--- src/rtl/enigma_pkg.sv ---
// -----------------------------------------------------------------------------
// enigma_pkg
// Shared types and helpers for the enigma stream driver and its output FIFO.
//   state_t        : driver FSM states (ST_GAP is only reached when GROUP5_EN
//                    is defined)
//   letter_t       : 5-bit letter code, 1..26 for 'A'..'Z'
//   ASCII_*        : byte constants used when building output characters
//   is_letter()    : true for 'A'-'Z' and 'a'-'z'
//   letter_code()  : ASCII letter -> 1..26 code (either case)
//   code_to_ascii(): 1..26 code -> uppercase ASCII
// -----------------------------------------------------------------------------
package enigma_pkg;

    typedef enum logic [2:0] {
        ST_UNCONF = 3'd0,
        ST_CONFIG = 3'd1,
        ST_IDLE   = 3'd2,
        ST_SEND   = 3'd3,
        ST_WAIT   = 3'd4,
        ST_GAP    = 3'd5
    } state_t;

    typedef logic [4:0] letter_t;

    localparam logic [7:0] ASCII_A_BASE = 8'h40;
    localparam logic [7:0] ASCII_SPACE  = 8'h20;
    localparam logic [7:0] ASCII_QMARK  = 8'h3F;

    // Letters per output group when grouping is enabled.
    localparam int GROUP_LEN = 5;

    function automatic logic is_letter(input logic [7:0] b);
        return ((b >= 8'h41) && (b <= 8'h5A)) ||
               ((b >= 8'h61) && (b <= 8'h7A));
    endfunction

    // Upper and lower case share the low five bits, so masking yields 1..26.
    function automatic letter_t letter_code(input logic [7:0] b);
        logic [7:0] masked;
        masked = b & 8'h1F;
        return masked[4:0];
    endfunction

    function automatic logic [7:0] code_to_ascii(input letter_t c);
        return ASCII_A_BASE + {3'b000, c};
    endfunction

endpackage

--- src/rtl/enigma_out_fifo.sv ---
// -----------------------------------------------------------------------------
// enigma_out_fifo
// Synchronous show-ahead byte FIFO. The head entry is presented on 'head'
// whenever 'not_empty' is high; 'pop' consumes it on the clock edge.
// Ports:
//   clk, rst   : clock, synchronous active-high reset (empties the FIFO)
//   push, din  : write request and data (ignored when full)
//   pop        : read request (ignored when empty)
//   head       : current head byte, forced to 0 while empty
//   not_empty  : at least one entry stored
//   free       : number of unused entries, $clog2(DEPTH)+1 bits
// DEPTH must be a power of two so the pointers wrap naturally.
// -----------------------------------------------------------------------------
module enigma_out_fifo
    import enigma_pkg::*;
#(
    parameter int DEPTH = 8
) (
    input  logic                     clk,
    input  logic                     rst,
    input  logic                     push,
    input  logic [7:0]               din,
    input  logic                     pop,
    output logic [7:0]               head,
    output logic                     not_empty,
    output logic [$clog2(DEPTH):0]   free
);

    localparam int AW = $clog2(DEPTH);
    localparam int CW = AW + 1;

    logic [7:0]    mem [DEPTH];
    logic [AW-1:0] wr_ptr;
    logic [AW-1:0] rd_ptr;
    logic [CW-1:0] count;
    logic          do_push;
    logic          do_pop;

    // A pop on an empty FIFO is dropped even if a push happens in the same
    // cycle; the pushed byte becomes visible on the following cycle.
    assign do_push = push && (count != CW'(DEPTH));
    assign do_pop  = pop  && (count != '0);

    always_ff @(posedge clk) begin
        if (do_push) begin
            mem[wr_ptr] <= din;
        end
    end

    always_ff @(posedge clk) begin
        if (rst) begin
            wr_ptr <= '0;
            rd_ptr <= '0;
            count  <= '0;
        end else begin
            if (do_push) begin
                wr_ptr <= wr_ptr + AW'(1);
            end
            if (do_pop) begin
                rd_ptr <= rd_ptr + AW'(1);
            end
            case ({do_push, do_pop})
                2'b10:   count <= count + CW'(1);
                2'b01:   count <= count - CW'(1);
                default: count <= count;
            endcase
        end
    end

    assign not_empty = (count != '0);
    assign head      = not_empty ? mem[rd_ptr] : 8'h00;
    assign free      = CW'(DEPTH) - count;

endmodule

--- src/rtl/enigma_stream_driver.sv ---
// -----------------------------------------------------------------------------
// enigma_stream_driver
// Host-side initiator for the enigma core. Takes an ASCII byte stream,
// sends letters (as 1..26 codes) to the core one at a time, converts each
// enciphered code back to uppercase ASCII and queues it in an output FIFO.
// Non-letters bypass the core and are queued unchanged.
//
// Parameters:
//   DEPTH   : output FIFO entries (power of two, >= 4)
//   TIMEOUT : cycles to wait for the core's result before emitting '?'
//
// Optional build macro:
//   GROUP5_EN : insert a space after every 5 enciphered letters (timeouts
//               included) via an extra GAP state; input then needs >= 2
//               free FIFO slots so the letter and its space always fit.
//
// Ports:
//   clk_in, rst_in                       : clock, sync active-high reset
//   cfg_rotor_select/initial, cfg_valid_in, cfg_ready_out : config request
//   byte_in, byte_valid_in, byte_ready_out                 : ASCII input
//   byte_out, byte_valid_out, byte_ready_in                : ASCII output
//   enig_rotor_select/initial, enig_rotor_valid            : config to core
//   enig_data, enig_data_valid, enig_ready                 : letter to core
//   enig_result, enig_result_valid                         : core result
//   error                                : sticky timeout flag
// -----------------------------------------------------------------------------
module enigma_stream_driver
    import enigma_pkg::*;
#(
    parameter int DEPTH   = 8,
    parameter int TIMEOUT = 32
) (
    input  logic        clk_in,
    input  logic        rst_in,
    input  logic [8:0]  cfg_rotor_select,
    input  logic [14:0] cfg_rotor_initial,
    input  logic        cfg_valid_in,
    output logic        cfg_ready_out,
    input  logic [7:0]  byte_in,
    input  logic        byte_valid_in,
    output logic        byte_ready_out,
    output logic [7:0]  byte_out,
    output logic        byte_valid_out,
    input  logic        byte_ready_in,
    output logic [8:0]  enig_rotor_select,
    output logic [14:0] enig_rotor_initial,
    output logic        enig_rotor_valid,
    output logic [4:0]  enig_data,
    output logic        enig_data_valid,
    input  logic        enig_ready,
    input  logic [4:0]  enig_result,
    input  logic        enig_result_valid,
    output logic        error
);

    localparam int CW = $clog2(DEPTH) + 1;
    localparam int TW = $clog2(TIMEOUT + 1);

`ifdef GROUP5_EN
    localparam logic [CW-1:0] NEED_FREE = CW'(2);
`else
    localparam logic [CW-1:0] NEED_FREE = CW'(1);
`endif

    state_t        state;
    logic [TW-1:0] tmo_cnt;
    logic [CW-1:0] fifo_free;
    logic          fifo_push;
    logic [7:0]    fifo_din;
    logic          fifo_pop;
    logic          byte_take;
    logic          timed_out;
    logic          letter_done;
    logic          cfg_take;

`ifdef GROUP5_EN
    logic [2:0]    grp_cnt;
`endif

    // Handshake decodes. A pending config request blocks byte acceptance so
    // valid&ready on the byte port always means the byte was taken.
    assign cfg_ready_out    = (state == ST_UNCONF) || (state == ST_IDLE);
    assign cfg_take         = cfg_valid_in && cfg_ready_out;
    assign byte_ready_out   = (state == ST_IDLE) && !cfg_valid_in &&
                              (fifo_free >= NEED_FREE);
    assign byte_take        = byte_valid_in && byte_ready_out;
    assign enig_rotor_valid = (state == ST_CONFIG);
    assign enig_data_valid  = (state == ST_SEND) && enig_ready;
    assign timed_out        = (state == ST_WAIT) && (tmo_cnt == TW'(TIMEOUT));
    assign letter_done      = (state == ST_WAIT) && (enig_result_valid || timed_out);
    assign fifo_pop         = byte_ready_in && byte_valid_out;

    always_ff @(posedge clk_in) begin
        if (rst_in) begin
            state              <= ST_UNCONF;
            enig_rotor_select  <= '0;
            enig_rotor_initial <= '0;
            enig_data          <= '0;
            error              <= 1'b0;
            tmo_cnt            <= '0;
`ifdef GROUP5_EN
            grp_cnt            <= '0;
`endif
        end else begin
            // Config is only sampled in UNCONF/IDLE, never mid-letter.
            if (cfg_take) begin
                enig_rotor_select  <= cfg_rotor_select;
                enig_rotor_initial <= cfg_rotor_initial;
            end
            case (state)
                ST_UNCONF: begin
                    if (cfg_take) begin
                        state <= ST_CONFIG;
                    end
                end
                ST_CONFIG: begin
                    error   <= 1'b0;
                    tmo_cnt <= '0;
`ifdef GROUP5_EN
                    grp_cnt <= '0;
`endif
                    state   <= ST_IDLE;
                end
                ST_IDLE: begin
                    if (cfg_take) begin
                        state <= ST_CONFIG;
                    end else if (byte_take && is_letter(byte_in)) begin
                        enig_data <= letter_code(byte_in);
                        state     <= ST_SEND;
                    end
                end
                ST_SEND: begin
                    if (enig_ready) begin
                        tmo_cnt <= '0;
                        state   <= ST_WAIT;
                    end
                end
                ST_WAIT: begin
                    if (letter_done) begin
                        // A result on the timeout cycle still wins.
                        if (!enig_result_valid) begin
                            error <= 1'b1;
                        end
`ifdef GROUP5_EN
                        if (grp_cnt == 3'(GROUP_LEN - 1)) begin
                            grp_cnt <= '0;
                            state   <= ST_GAP;
                        end else begin
                            grp_cnt <= grp_cnt + 3'd1;
                            state   <= ST_IDLE;
                        end
`else
                        state <= ST_IDLE;
`endif
                    end else begin
                        tmo_cnt <= tmo_cnt + TW'(1);
                    end
                end
                ST_GAP: begin
                    state <= ST_IDLE;
                end
                default: begin
                    state <= ST_UNCONF;
                end
            endcase
        end
    end

    // At most one FIFO write source is active per state.
    always_comb begin
        fifo_push = 1'b0;
        fifo_din  = byte_in;
        case (state)
            ST_IDLE: begin
                if (byte_take && !is_letter(byte_in)) begin
                    fifo_push = 1'b1;
                end
            end
            ST_WAIT: begin
                if (enig_result_valid) begin
                    fifo_push = 1'b1;
                    fifo_din  = code_to_ascii(enig_result);
                end else if (timed_out) begin
                    fifo_push = 1'b1;
                    fifo_din  = ASCII_QMARK;
                end
            end
            ST_GAP: begin
                fifo_push = 1'b1;
                fifo_din  = ASCII_SPACE;
            end
            default: begin
                fifo_push = 1'b0;
            end
        endcase
    end

    enigma_out_fifo #(
        .DEPTH(DEPTH)
    ) u_out_fifo (
        .clk       (clk_in),
        .rst       (rst_in),
        .push      (fifo_push),
        .din       (fifo_din),
        .pop       (fifo_pop),
        .head      (byte_out),
        .not_empty (byte_valid_out),
        .free      (fifo_free)
    );

endmodule

--- config.mk ---
export PLATFORM = sky130hd
export DESIGN_NAME = enigma_stream_driver
export DESIGN_NICKNAME = d
export VERILOG_FILES = /design/src/rtl/enigma_pkg.sv /design/src/rtl/enigma_out_fifo.sv /design/src/rtl/enigma_stream_driver.sv
export SDC_FILE = /design/constraint.sdc
export NUM_CORES = 1
export LEC_CHECK = 0
export CORE_ASPECT_RATIO = 0.5
export CORE_MARGIN = 2
export CORE_UTILIZATION = 40
export CTS_CLUSTER_DIAMETER = 150
export CTS_CLUSTER_SIZE = 8
export DETAILED_ROUTE_END_ITERATION = 10
export PLACE_DENSITY = 0.64
export SLEW_MARGIN = 40
export SYNTH_ARGS = -nofsm -noshare
export SYNTH_HDL_FRONTEND = slang
export SYNTH_SLANG_ARGS = --single-unit
--- constraint.sdc ---
create_clock -name clk_in -period 3.5 [get_ports clk_in]
set_input_delay 0.35 -clock clk_in [delete_from_list [all_inputs] [get_ports clk_in]]
set_output_delay 0.35 -clock clk_in [all_outputs]
set_load 0.01 [all_outputs]
Yosys cells after proc, flatten, opt, wreduce, memory -nomap -nowiden. Memory sizes are Yosys's and may differ from the RTL's. A register that Yosys moved wholly into a read port is not among the register bits. Cells that the tools add are included.

Bits in registers: 49. RAM bits: 64. Bits of input ports: 44. Word-level logic and storage cells: 92. Memories kept: 1.

Memory list: u_out_fifo.mem (words 8, bits a word 8, rd ports 1, clocked after Yosys merged registers in 1, wr ports 1, line enigma_out_fifo.sv:32) `logic [7:0] mem [DEPTH];`.

Add/sub/neg operators: 7. $lt $le $gt $ge: 5. Equality and inequality tests: 15. Mux-type cells: 25. Bitwise operators: 1. Reduce and logical (&&, ||, !) cells: 29.

Operator list (count): 8-bit two-way mux (3); 3-bit two-way mux (7); 6-bit one-hot mux with 3 select lines (1); 8-bit by 7-bit greater-or-equal comparator with 1-bit output, second input constant (2); 8-bit by 7-bit <= comparator with 1-bit output, second input constant (2); 8-bit one-hot mux with 2 select lines (1); 3-bit one-hot mux with 5 select lines (1); 1-bit logical AND (14); 6-bit two-way mux (2); 2-bit != test, second input constant (5); 3-bit AND reduction (3); 7-bit by 5-bit adder with 8-bit output, first input constant (1); 4-bit one-hot mux with 2 select lines (1); 1-bit two-way mux (7); 3-bit by 1-bit adder with 3-bit output, second input constant (2); 6-bit by 1-bit adder with 6-bit output, second input constant (1); 3-bit by 2-bit equality test with 1-bit output, second input constant (2); 3-bit equality test, second input constant (2); 6-bit equality test, second input constant (1); 4-bit by 1-bit adder with 4-bit output, second input constant (1); 4-bit by 1-bit greater-or-equal comparator with 1-bit output, second input constant (1); 4-bit != test, second input constant (1); 4-bit AND reduction (1); 2-bit nonzero test (2); 15 further kinds (18).

Logic depth before layout (Yosys ltp). Gate-level depths: netlist (run 1).

Depth in word-level cells: 10. Gate-level depth with buffers: 14. Mapped depth without buffers: 13.

By module. A second synthesis (run 1) with hierarchy kept.

Cells, all modules: 411. Area total of the unflattened synthesis: 4922.2 um2.

Modules (own cells, without submodules): enigma_out_fifo (times used 1, cells an instance 184, area each 3150.5 um2, sequential area each 2182.1 um2); enigma_stream_driver (times used 1, cells an instance 227, area each 1771.7 um2, sequential area each 780.7 um2).

Least setup slack after synthesis (run 1). OpenSTA, ideal clock, no wires.

Path kind: input port to flip-flop. From: input byte_in[4]. To: register u_out_fifo.count[3]. Library setup time: 0.070 ns. Arrival: 2.749 ns. Data required time: 3.430 ns. Slack: 0.681 ns. Stages on the path: 12. Path buffers: 1. Cell sequence: or4_4 -> o22ai_4 -> nor2_2 -> o22a_2 -> buf_6 -> ha_1 -> ha_1 -> a21o_1 -> a21oi_1 -> xnor2_1 -> or3_1 -> a21oi_1.

Word-level cells in the longest chain between the ends: 10.

RTL lines: start, declared (line enigma_stream_driver.sv:39) `input logic [7:0] byte_in,`; 8-bit by 7-bit greater-or-equal comparator with 1-bit output, or another cell as far along (line enigma_pkg.sv:33) `return ((b >= 8'h41) && (b <= 8'h5A)) ||`; 1-bit logical AND (on tied branches) (line enigma_pkg.sv:33, enigma_pkg.sv:34); 1-bit logical OR (*) (line enigma_pkg.sv:33); 1-bit logical NOT (*) (line enigma_stream_driver.sv:175) `if (byte_take && !is_letter(byte_in)) begin`; 1-bit logical AND (*) (line enigma_stream_driver.sv:175); 1-bit two-way mux (*) (line enigma_stream_driver.sv:175); 1-bit one-hot mux with 3 select lines (*) (line enigma_stream_driver.sv:173) `case (state)`; 1-bit logical AND (*) (line enigma_out_fifo.sv:41) `assign do_push = push && (count != CW'(DEPTH));`; 2-bit by 1-bit equality test with 1-bit output or 2-bit equality test (tied branches) (line enigma_out_fifo.sv:62) `case ({do_push, do_pop})`; 4-bit one-hot mux with 2 select lines or 2-bit nonzero test (tied branches); end signal, assigned (line enigma_out_fifo.sv:63) `2'b10: count <= count + CW'(1);`; end signal, assigned (line enigma_out_fifo.sv:64) `2'b01: count <= count - CW'(1);`; end signal, assigned (line enigma_out_fifo.sv:65) `default: count <= count;`; end, declared (line enigma_out_fifo.sv:35) `logic [CW-1:0] count;`.

Every way passes the cells marked *; elsewhere a longest branch is shown, timed or not. A chain may end at the register's enable or synchronous reset.

Worst setup path in the final report (run 1).
From: register state[1]. To: register u_out_fifo.count[3].

Word-level cells in the longest chain between the ends: 10.

RTL lines: start, declared (line enigma_stream_driver.sv:65) `state_t state;`; start signal, assigned (line enigma_stream_driver.sv:95) `state <= ST_UNCONF;`; start signal, assigned (line enigma_stream_driver.sv:113) `state <= ST_CONFIG;`; start signal, assigned (line enigma_stream_driver.sv:122) `state <= ST_IDLE;`; 3-bit by 2-bit equality test with 1-bit output (line enigma_stream_driver.sv:84, enigma_stream_driver.sv:173); 1-bit logical AND (2 in a row) (line enigma_stream_driver.sv:84) `assign byte_ready_out = (state == ST_IDLE) && !cfg_valid_in &&`; 1-bit logical AND (line enigma_stream_driver.sv:86) `assign byte_take = byte_valid_in && byte_ready_out;`; 1-bit logical AND (line enigma_stream_driver.sv:175); 1-bit two-way mux (line enigma_stream_driver.sv:175); 1-bit one-hot mux with 3 select lines (*) (line enigma_stream_driver.sv:173); 1-bit logical AND (*) (line enigma_out_fifo.sv:41); 2-bit by 1-bit equality test with 1-bit output or 2-bit equality test (tied branches) (line enigma_out_fifo.sv:62); 4-bit one-hot mux with 2 select lines or 2-bit nonzero test (tied branches).

Marks and branches as above.

==> metrics.yaml, run 1 <==
outcome: "completed"
finClkSkew_ps: 9.898
postCtsSetupBuffers: 0
htreeDepth: 4
hp-start: "rst_in"
p_per_area_nw_per_um2: 527.4
antenna_cells: 0
cp_max_fo: 8
synthArstFlopShare_pct: 0
min_period_ps: 2892
finalCritPeriodShare_pct: 82.64
clk_latency_ps: 410
syn-num-nets: 449
drv_cap: 0
coreArea_um2: 11910
maxSlewHeadroom_pct: 43.76
hp-class: "in -> reg"
timing.fmax_ghz: 0.3457
wire_per_inst_um: 15.98
final_nets: 543
critPathCaptureType: "flop"
cp.required_ps: 3840
initial_core_util_pct: 41.29
yosys-top-cells-area: "edfxtp_1 (39%), dfxtp_1 (21%), mux4_2 (7.3%)"
synth_edf_count: 64
grt_pass1_vias: 3221
io_buffers: 86
final_cells: 669
hold_viol: 0
setup-violations-final: 0
wirelength_um: 10690
synth_seq_area_share_pct: 60.24
arrival_ps: 3230
grt_use_total_pct: 17.18
cts_root_buffer: "clkbuf_16"
ant_nets: 0
r2r_setup_slack_ps: 610
hold-worst-slack_ps: 404.0
die-area_um2: 13250
syn_area_per_cell_um2: 12.39
drc: 0
ys_types: 49
leakage_nw: 2.261
drive_gt1_share_pct: 15.28
drt-pass1-iter-count: 4
synth_top_area_share_pct: 39.07
start_kind: "flop"
synthCells: 397
first_iter_violations: 133
die_x_um: 160.8
syn_area_um2: 4918
viasPerCell: 4.903
synth_warnings: 0
vias: 3280
overflow: 0
cts.sinks: 116
r2r-start: "state[1]"
grt_max_degree: 51
gp_congestion: 0.7496
drv_slew: 0
antenna_found_initial: 0
crit_type: "reg -> reg"
tightest_slew_ps: 842.5
peakVddDrop_uv: 405.7
worstHoldPathCells: 2
final_util_pct: 55.11
synth-seq-cells: 116
die_y_um: 82.41
rsz0062_at_grt: "no"
tns_ps: 0
place_inst: 637
io_pins: 87
cts_made_buffers: 17
hold_end: "u_out_fifo.count[1]"
cts_tree: "done"
hpwl_um: 6920
cts.path.max_buffers: 2
rows: 28
cts.repair.resized: 0
yosys.area.top_type: "edfxtp_1"
synth-main-ff-cell: "edfxtp_1"
reg2reg_to: "u_out_fifo.count[3]"
clk_pin_slew_ps: 60
r2r_cells: 10
area_delta_synth_final_pct: 33.45
grt_first_pass_wirelength_um: 16940
hold_buffers: 0
-- worst max path at each step --
stage / startpoint / end / slack [ps]
floorplan: byte_in[4] / u_out_fifo.count[3] / 680
global placement: byte_in[4] / u_out_fifo.count[3] / 240
detailed placement: byte_in[4] / u_out_fifo.count[3] / 190
CTS: byte_in[4] / u_out_fifo.count[3] / 620
global route: state[1] / u_out_fifo.count[3] / 430
finish: state[1] / u_out_fifo.count[3] / 610
-- worst max-delay path, stage by stage (launching register included) --
cell and delay [ps]:
dfxtp_1 460, nor4b_1 520, nand3b_1 230, o22a_2 250
ha_1 220, ha_1 280, a21o_1 180, a21oi_1 170
xnor2_1 90, or3_1 300, a21oi_1 130
-- area by class of cell --
| cell class | instances | area [um2] |
|---|---|---|
| clock buffer | 18 | 429.2 |
| clock inverter | 14 | 151.4 |
| fill | 1043 | 5348 |
| inverter | 13 | 48.80 |
| multi-input combinational | 244 | 1809 |
| sequential | 116 | 2963 |
| tap | 165 | 206.4 |
| timing repair buffer | 99 | 955.9 |
-- Yosys cell counts, types with 2 or more instances --
cell and count:
a211oi_1 2, a21oi_1 37, and2_1 4, and3_1 2, buf_1 5, buf_2 3, clkbuf_1 15, dfxtp_1 52
edfxtp_1 64, ha_1 7, inv_1 13, mux2i_1 15, mux4_2 16, nand2_1 55, nand2b_1 6, nor2_1 36
nor2_2 2, nor2b_1 6, nor3_1 4, nor4b_1 2, nor4b_2 3, nor4bb_4 2, o2111ai_1 2, o21ai_0 5
o22a_1 5, o22a_2 2, or3_1 3, xnor2_1 2, xor2_1 7
-- cell families after synthesis --
kind of cell	after synthesis	share of synthesized area, %
mux	33	10.91
flops	116	60.24
xor+xnor	9	1.603
compound gates	61	7.810
fa+ha+maj	8	2.188
simple gates	133	14.20
buf+inv	37	3.053
-- layer usage --
| layer | part of all wire [%] | wire length (um) | vias up | GRT usage, % |
|---|---|---|---|---|
| li1 | - | - | 1614 | - |
| met2 | 47 | 5054 | 60 | 28.41 |
| met1 | 47 | 5044 | 1600 | 21.18 |
| met5 | 0 | 0 | - | 0 |
| met4 | 0.93 | 99 | 0 | 6.429 |
| met3 | 4.6 | 490 | 6 | 6.194 |
-- registers in the layout (all words and copies together), names as in the netlist, 4 cells and up, named ones only --
| signal | flops |
|---|---|
| u_out_fifo.count | 4 |
| enig_rotor_select | 9 |
| enig_data | 5 |
| enig_rotor_initial | 15 |
| u_out_fifo.mem | 64 |
| tmo_cnt | 6 |
-- cells in the final DEF (no fill, tap or decap), drive strengths merged, types with 2 or more instances in the layout --
cell type,Yosys,final
xor2,7,7
edfxtp,64,64
nor2,38,38
ha,7,7
mux4,16,16
buf,9,14
clkdlybuf4s50,0,85
mux2i,15,15
o2111ai,2,2
a21oi,37,37
nor4bb,2,2
clkinv,0,4
nor4b,5,5
inv,13,18
nand2,55,55
o22a,7,7
or3,3,3
xnor2,2,2
and3,2,2
nand2b,6,6
and2,4,4
mux2,2,2
nor4,2,2
clkinvlp,0,3
nor3,5,5
a211oi,2,2
o21ai,5,5
dfxtp,52,52
nor2b,6,6
clkbuf,15,18
bufinv,0,2
-- power breakdown --
group	switching, mW	total (mW)	internal, mW	leakage (nW)
combinational	0.139	0.290	0.152	0.989
sequential	0.0172	1.48	1.46	0.998
clock	0.637	1.69	1.05	0.273
total	0.793	3.46	2.67	2.26
-- per-stage QoR --
stage | power, mW | area (um2) | setup WS [ps]
detailed placement | 1.801 | 5979 | 194.0
finish | 3.462 | 6564 | 607.6
global placement | 1.799 | 5977 | 243.4
floorplan | 1.654 | 4918 | 680.7
global route | 3.586 | 6564 | 428.7
CTS | 3.497 | 6560 | 619.6
No activity file was read; power rests on OpenSTA's default activity.
==> run 2: changes to the inputs <==
clock period = 2.7 ns   (was 3.5 ns; I/O delays follow)
==> metrics.yaml, run 2 (synthesis results as in run 1) <==
outcome: "completed"
seqCellArea_um2: 2963  # unchanged
setup-violations-final: 0  # unchanged
first_iter_violations: 169  # +27%
r2r_cells: 11  # +1
htreeDepth: 4  # unchanged
drive_gt1_share_pct: 19.92  # +4.6 points
largest_registers: "u_out_fifo.mem: 64 flops, enig_rotor_initial: 15 flops, enig_rotor_select: 9 flops"
leakage_nw: 2.372  # +4.9%
rsz0062_at_grt: "no"
crit_type: "in -> reg"
largest_reg_flops: 64  # unchanged
critPathCaptureType: "flop"
final_util_pct: 57.12  # +2.0 points
p_total_mw: 4.432  # +28%
tightest_slew_ps: 599.3  # -243.2 ps
coreArea_um2: 11910  # unchanged
start_kind: "input pin"
worstHoldPathCells: 2  # unchanged
maxSlewHeadroom_pct: 60.05  # +16 points
grt_pass1_vias: 3413  # +6.0%
grt_use_total_pct: 17.38  # +0.20 points
drv_cap: 0  # unchanged
nFillCells: 1036  # -0.67%
final_area_um2: 6804  # +3.7%
regMostFlops: "u_out_fifo.mem"
routed.top_layer: "met4"
area_delta_synth_final_pct: 38.34
grt_first_pass_wirelength_um: 17280  # +2.0%
cts.sinks: 116  # unchanged
wire_per_inst_um: 15.22  # -4.7%
drt-pass1-iter-count: 4  # unchanged
cts_made_buffers: 17  # unchanged
layout_commonest_cell: "clkdlybuf4s50_1"
clk_pin_slew_ps: 50  # about the same
hold_end: "enig_data[2]"
cts_tree: "done"
tns_ps: 0  # unchanged
hp-class: "in -> reg"
die-area_um2: 13250  # unchanged
r2r_setup_slack_ps: 180  # -430 ps
dr_wl_met2_um: 5007  # -0.93%
die_y_um: 82.41  # unchanged
timing.fmax_ghz: 0.3875
peakVddDrop_uv: 406.1  # +0.11%
dpl_worst_slack_ps: -343.7  # -537.7 ps
drv_slew: 0  # unchanged
p_per_area_nw_per_um2: 651.4  # +24%
finClkSkew_ps: 8.067  # -1.830 ps
setup_slack_ps: 119.6  # -488.0 ps
overflow: 0  # unchanged
rows: 28  # unchanged
grt_max_degree: 33  # -35%
placed_area_um2: 6201  # +3.7%
antenna_cells: 0  # unchanged
initial_core_util_pct: 41.29  # unchanged
final_nets: 567  # +4.4%
arrival_ps: 2910  # -320 ps
place_inst: 661  # +3.8%
hp-start: "rst_in"
min_period_ps: 2580
r2r-start: "tmo_cnt[3]"
gp_congestion: 0.8462  # +13%
finalCritPeriodShare_pct: 95.57
multiInputGateArea_um2: 1861  # +2.8%
wl_met3_um: 661  # +35%
antenna_found_initial: 0  # unchanged
hold_viol: 0  # unchanged
die_x_um: 160.8  # unchanged
hpwl_um: 7154  # +3.4%
vias: 3368  # +2.7%
final_cells: 692  # +3.4%
met1_length_um: 4755  # -5.7%
reg2reg_to: "u_out_fifo.count[3]"
cp.required_ps: 3030  # -810 ps
viasPerCell: 4.867  # -0.73%
io_buffers: 86  # unchanged
cp_max_fo: 2  # -6
wirelength_um: 10530  # -1.5%
final_cell_mix: "clkdlybuf4s50_1 (85), edfxtp_1 (64), nand2_1 (54)"
hold_buffers: 0  # unchanged
clk_latency_ps: 400  # about the same
io_pins: 87  # unchanged
cts_root_buffer: "clkbuf_16"
ant_nets: 0  # unchanged
drc: 0  # unchanged
cts.path.max_buffers: 2  # unchanged
hold-worst-slack_ps: 358.2  # -45.89 ps
[run 2: changes by cell type in the layout (fill, tap and decap cells not counted), sizes merged]
| cell | previous run | this run |
|---|---|---|
| buf | 14 | 38 |
| clkinvlp | 3 | 5 |
| clkinv | 4 | 6 |
| inv | 18 | 14 |
| clkbuf | 18 | 17 |
[run 2: what timing repair did]
item	in CTS	in global routing
setup buffers	0	0
endpoints found under the setup margin	0	3
resized for setup	0	5
hold endpoints to repair	0	0
[run 2: layer usage]
layer  track usage, %  vias up
li1                 -     1666
met1            21.52     1613
met2            29.09       78
met3            5.594       11
met4            6.696        0
met5                0        -
[run 2: power breakdown]
part | switching, mW | internal (mW) | total [mW]
sequential | 0.0199 | 1.90 | 1.92
combinational | 0.186 | 0.216 | 0.402
clock | 0.771 | 1.34 | 2.11
[run 2: area by class of cell]
| cell class | instances | share of cell area [%] |
|---|---|---|
| clock inverters | 14 | 2.023 |
| well taps | 165 | 3.034 |
| repair buffers | 123 | 17.08 |
| inverters | 13 | 0.7172 |
| flip-flops and latches | 116 | 43.55 |
| clock buffers | 17 | 6.252 |
| multi-input cells | 244 | 27.34 |
[run 2: critical path: stages]
cell	delay [ps]
clkdlybuf4s50_1	420
or4_4	550
o22ai_4	150
nor2_2	70
o22a_2	210
ha_4	160
ha_1	260
a21o_1	180
a21oi_2	130
xnor2_1	90
or3_1	300
a21oi_1	110
[run 2: worst max-delay path by stage]
stage | from | to | slack (ps)
6_report | byte_in[2] | u_out_fifo.count[3] | 120
3_5_place_dp | byte_in[4] | u_out_fifo.count[3] | -340
5_1_grt | byte_in[2] | u_out_fifo.count[3] | 7
2_1_floorplan | byte_in[4] | u_out_fifo.count[3] | 5
4_1_cts | flop | byte_out[7] | 80
3_3_place_gp | byte_in[4] | u_out_fifo.count[3] | -320
==> run 3: changes to the inputs <==
SETUP_SLACK_MARGIN = 0.05   (was unset)
==> metrics.yaml, run 3 (synthesis results as in run 1) <==
layout_commonest_cell: "clkdlybuf4s50_1"
grt_first_pass_wirelength_um: 17400  # +0.72%
startpoint: "byte_in[0]"
p_sw_share_pct: 22.68  # +0.64 points
final_cell_mix: "clkdlybuf4s50_1 (84), edfxtp_1 (64), nand2_1 (53)"
drv_slew: 0  # unchanged
gp_congestion: 0.7585  # -10%
r2r_cells: 11  # unchanged
r2r-start: "tmo_cnt[2]"
cts.path.max_buffers: 2  # unchanged
htreeDepth: 4  # unchanged
die_x_um: 160.8  # unchanged
critPathCaptureType: "flop"
finalCritPeriodShare_pct: 95.48  # about the same
drc: 0  # unchanged
power_frac_seq_pct: 42.7  # -0.6 points
use_met2_pct: 30.04  # +0.95 points
antenna_cells: 0  # unchanged
critPathMaxStageDelay_ps: 560  # about the same
final_cells: 692  # unchanged
met1_usage_pct: 20.33  # -1.2 points
grt_pass1_vias: 3494  # +2.4%
setup-violations-final: 0  # unchanged
clk_latency_ps: 400  # about the same
die-area_um2: 13250  # unchanged
peakVddDrop_uv: 435.0  # +7.1%
cts_root_buffer: "clkbuf_16"
crit_end: "u_out_fifo.count[3]"
p_per_area_nw_per_um2: 660.2  # +1.3%
pwr-share-comb_pct: 9.0  # about the same
power.switching_mw: 1.021  # +4.5%
critPathSlowestCell: "or4_4"
start_kind: "input pin"
hp-class: "in -> reg"
largest_registers: "u_out_fifo.mem: 64 flops, enig_rotor_initial: 15 flops, enig_rotor_select: 9 flops"
path_buf_inv: 1  # unchanged
drt-pass1-iter-count: 4  # unchanged
cts_made_buffers: 17  # unchanged
antenna_found_initial: 0  # unchanged
wirelength_um: 10780  # +2.3%
grt_use_total_pct: 17.58  # +0.20 points
cts_tree: "done"
outcome: "completed"
hold_viol: 0  # unchanged
io_buffers: 86  # unchanged
die_y_um: 82.41  # unchanged
min_period_ps: 2578  # -2.487 ps
viasPerCell: 4.879  # +0.24%
cp_max_fo: 2  # unchanged
grt_max_degree: 28  # -15%
crit_family: "simple AND/OR/NAND/NOR gates"
p_clk_share_pct: 48.3  # +0.7 points
io_pins: 87  # unchanged
coreArea_um2: 11910  # unchanged
maxSlewHeadroom_pct: 50.34  # -9.7 points
cts.sinks: 116  # unchanged
grt.busiest_layer: "met2"
multiInputGateArea_um2: 1872  # +0.61%
ant_nets: 0  # unchanged
cp_cell_sequence: "clkdlybuf4s50_1 -> or4_4 -> o22ai_4 -> nor2_2 -> o22a_2 -> ha_2 -> ha_1 -> a21o_1 -> a21oi_2 -> xnor2_1 -> or3_1 -> a21oi_1"
largest_reg_flops: 64  # unchanged
rows: 28  # unchanged
crit_type: "in -> reg"
area_delta_synth_final_pct: 38.62
cell_internal_pwr_mw: 3.480  # +0.72%
arrival_ps: 2900  # about the same
nFillCells: 1006  # -2.9%
seqCellArea_um2: 2965  # about the same
gr-usage-met3_pct: 6.543  # +0.95 points
p_total_mw: 4.501  # +1.6%
wire_per_inst_um: 15.57  # +2.3%
vias: 3376  # +0.24%
first_iter_violations: 161  # -4.7%
cp.required_ps: 3030  # about the same
hpwl_um: 7357  # +2.8%
reg2reg_to: "u_out_fifo.count[3]"
overflow: 0  # unchanged
drive_gt1_share_pct: 21.06  # +1.1 points
final_nets: 566  # -0.18%
regMostFlops: "u_out_fifo.mem"
leakage_nw: 2.396  # +1.0%
tightest_slew_ps: 737.1  # +137.8 ps
rsz0062_at_grt: "yes"
postCtsSetupBuffers: 0  # unchanged
path_depth: 12  # unchanged
finClkSkew_ps: 9.392  # +1.325 ps
clk_pin_slew_ps: 50  # about the same
place_inst: 660  # -0.15%
initial_core_util_pct: 41.29  # unchanged
drv_cap: 0  # unchanged
r2r_setup_slack_ps: 180  # about the same
timing.fmax_ghz: 0.3879  # about the same
[run 3: changes by cell type in the layout (fill, tap and decap cells not counted), moves of 2 or more]
cell        before  now
clkinv_1         2    0
clkinv_4         1    3
dfxtp_2          0    2
inv_6            1    4
dfxtp_1         52   50
clkinvlp_4       5    2
[run 3: worst min-delay path by stage]
stage | cells past startpoint | from | slack [ps] | to
global placement | 2 | enig_rotor_initial[12] | 440 | enig_rotor_initial[12]
floorplan | 1 | cfg_valid_in | 400 | state[0]
CTS | 2 | rst_in | 320 | u_out_fifo.count[2]
finish | 4 | byte_in[4] | 290 | enig_data[4]
detailed placement | 2 | enig_rotor_initial[5] | 450 | enig_rotor_initial[5]
global route | 2 | rst_in | 330 | u_out_fifo.count[1]
[run 3: area by class of cell]
type / count / area share [%]
tap: 165 / 3.028
sequential: 116 / 43.49
multi-input combinational: 244 / 27.45
clock inverter: 14 / 2.221
timing repair buffer: 122 / 16.79
inverter: 13 / 0.7157
clock buffer: 18 / 6.295
[run 3: stage by stage]
step	worst slack (ps)	TNS, ps	hold WS (ps)	cell area [um2]	utilization, %
finish	122.1	0	293.1	6818	57.24
global route	43.59	0	333.9	6818	57.24
CTS	78.42	0	320.4	6771	56.85
detailed placement	-306.5	-535.3	448.8	6190	51.96
global placement	-293.1	-483.5	440.2	6190	51.96
floorplan	55.20	0	402.1	4946	-
[run 3: worst reg2reg max path, delay by kind of cell, from the launching register on]
kind                     cells  cell delay, ps
AO/OA/AOI/OAI                5             710
XOR/XNOR                     1              90
adder cells (fa/ha/maj)      2             440
flip-flops                   1             340
AND/OR/NAND/NOR              3             850
[run 3: per-layer routing]
layer	wire, um	share of wire (%)
met1	4615	43
met2	5173	48
met3	825	7.7
met4	162	1.5
met5	0	0
[run 3: repair_timing]
| item | CTS | global route |
|---|---|---|
| hold buffers | 0 | 0 |
| endpoints found under the setup margin | 1 | 4 |
| pin swaps | 0 | 8 |
| gates resized for setup | 1 | 8 |
[run 3: power by group through the flow]
stage	sequential [mW]	clock, mW	combinational (mW)
6_report	1.92	2.18	0.405
4_1_cts	1.92	2.22	0.406
3_5_place_dp	1.96	0	0.402
3_3_place_gp	1.95	0	0.401
5_1_grt	1.92	2.32	0.444
2_1_floorplan	1.96	0	0.181
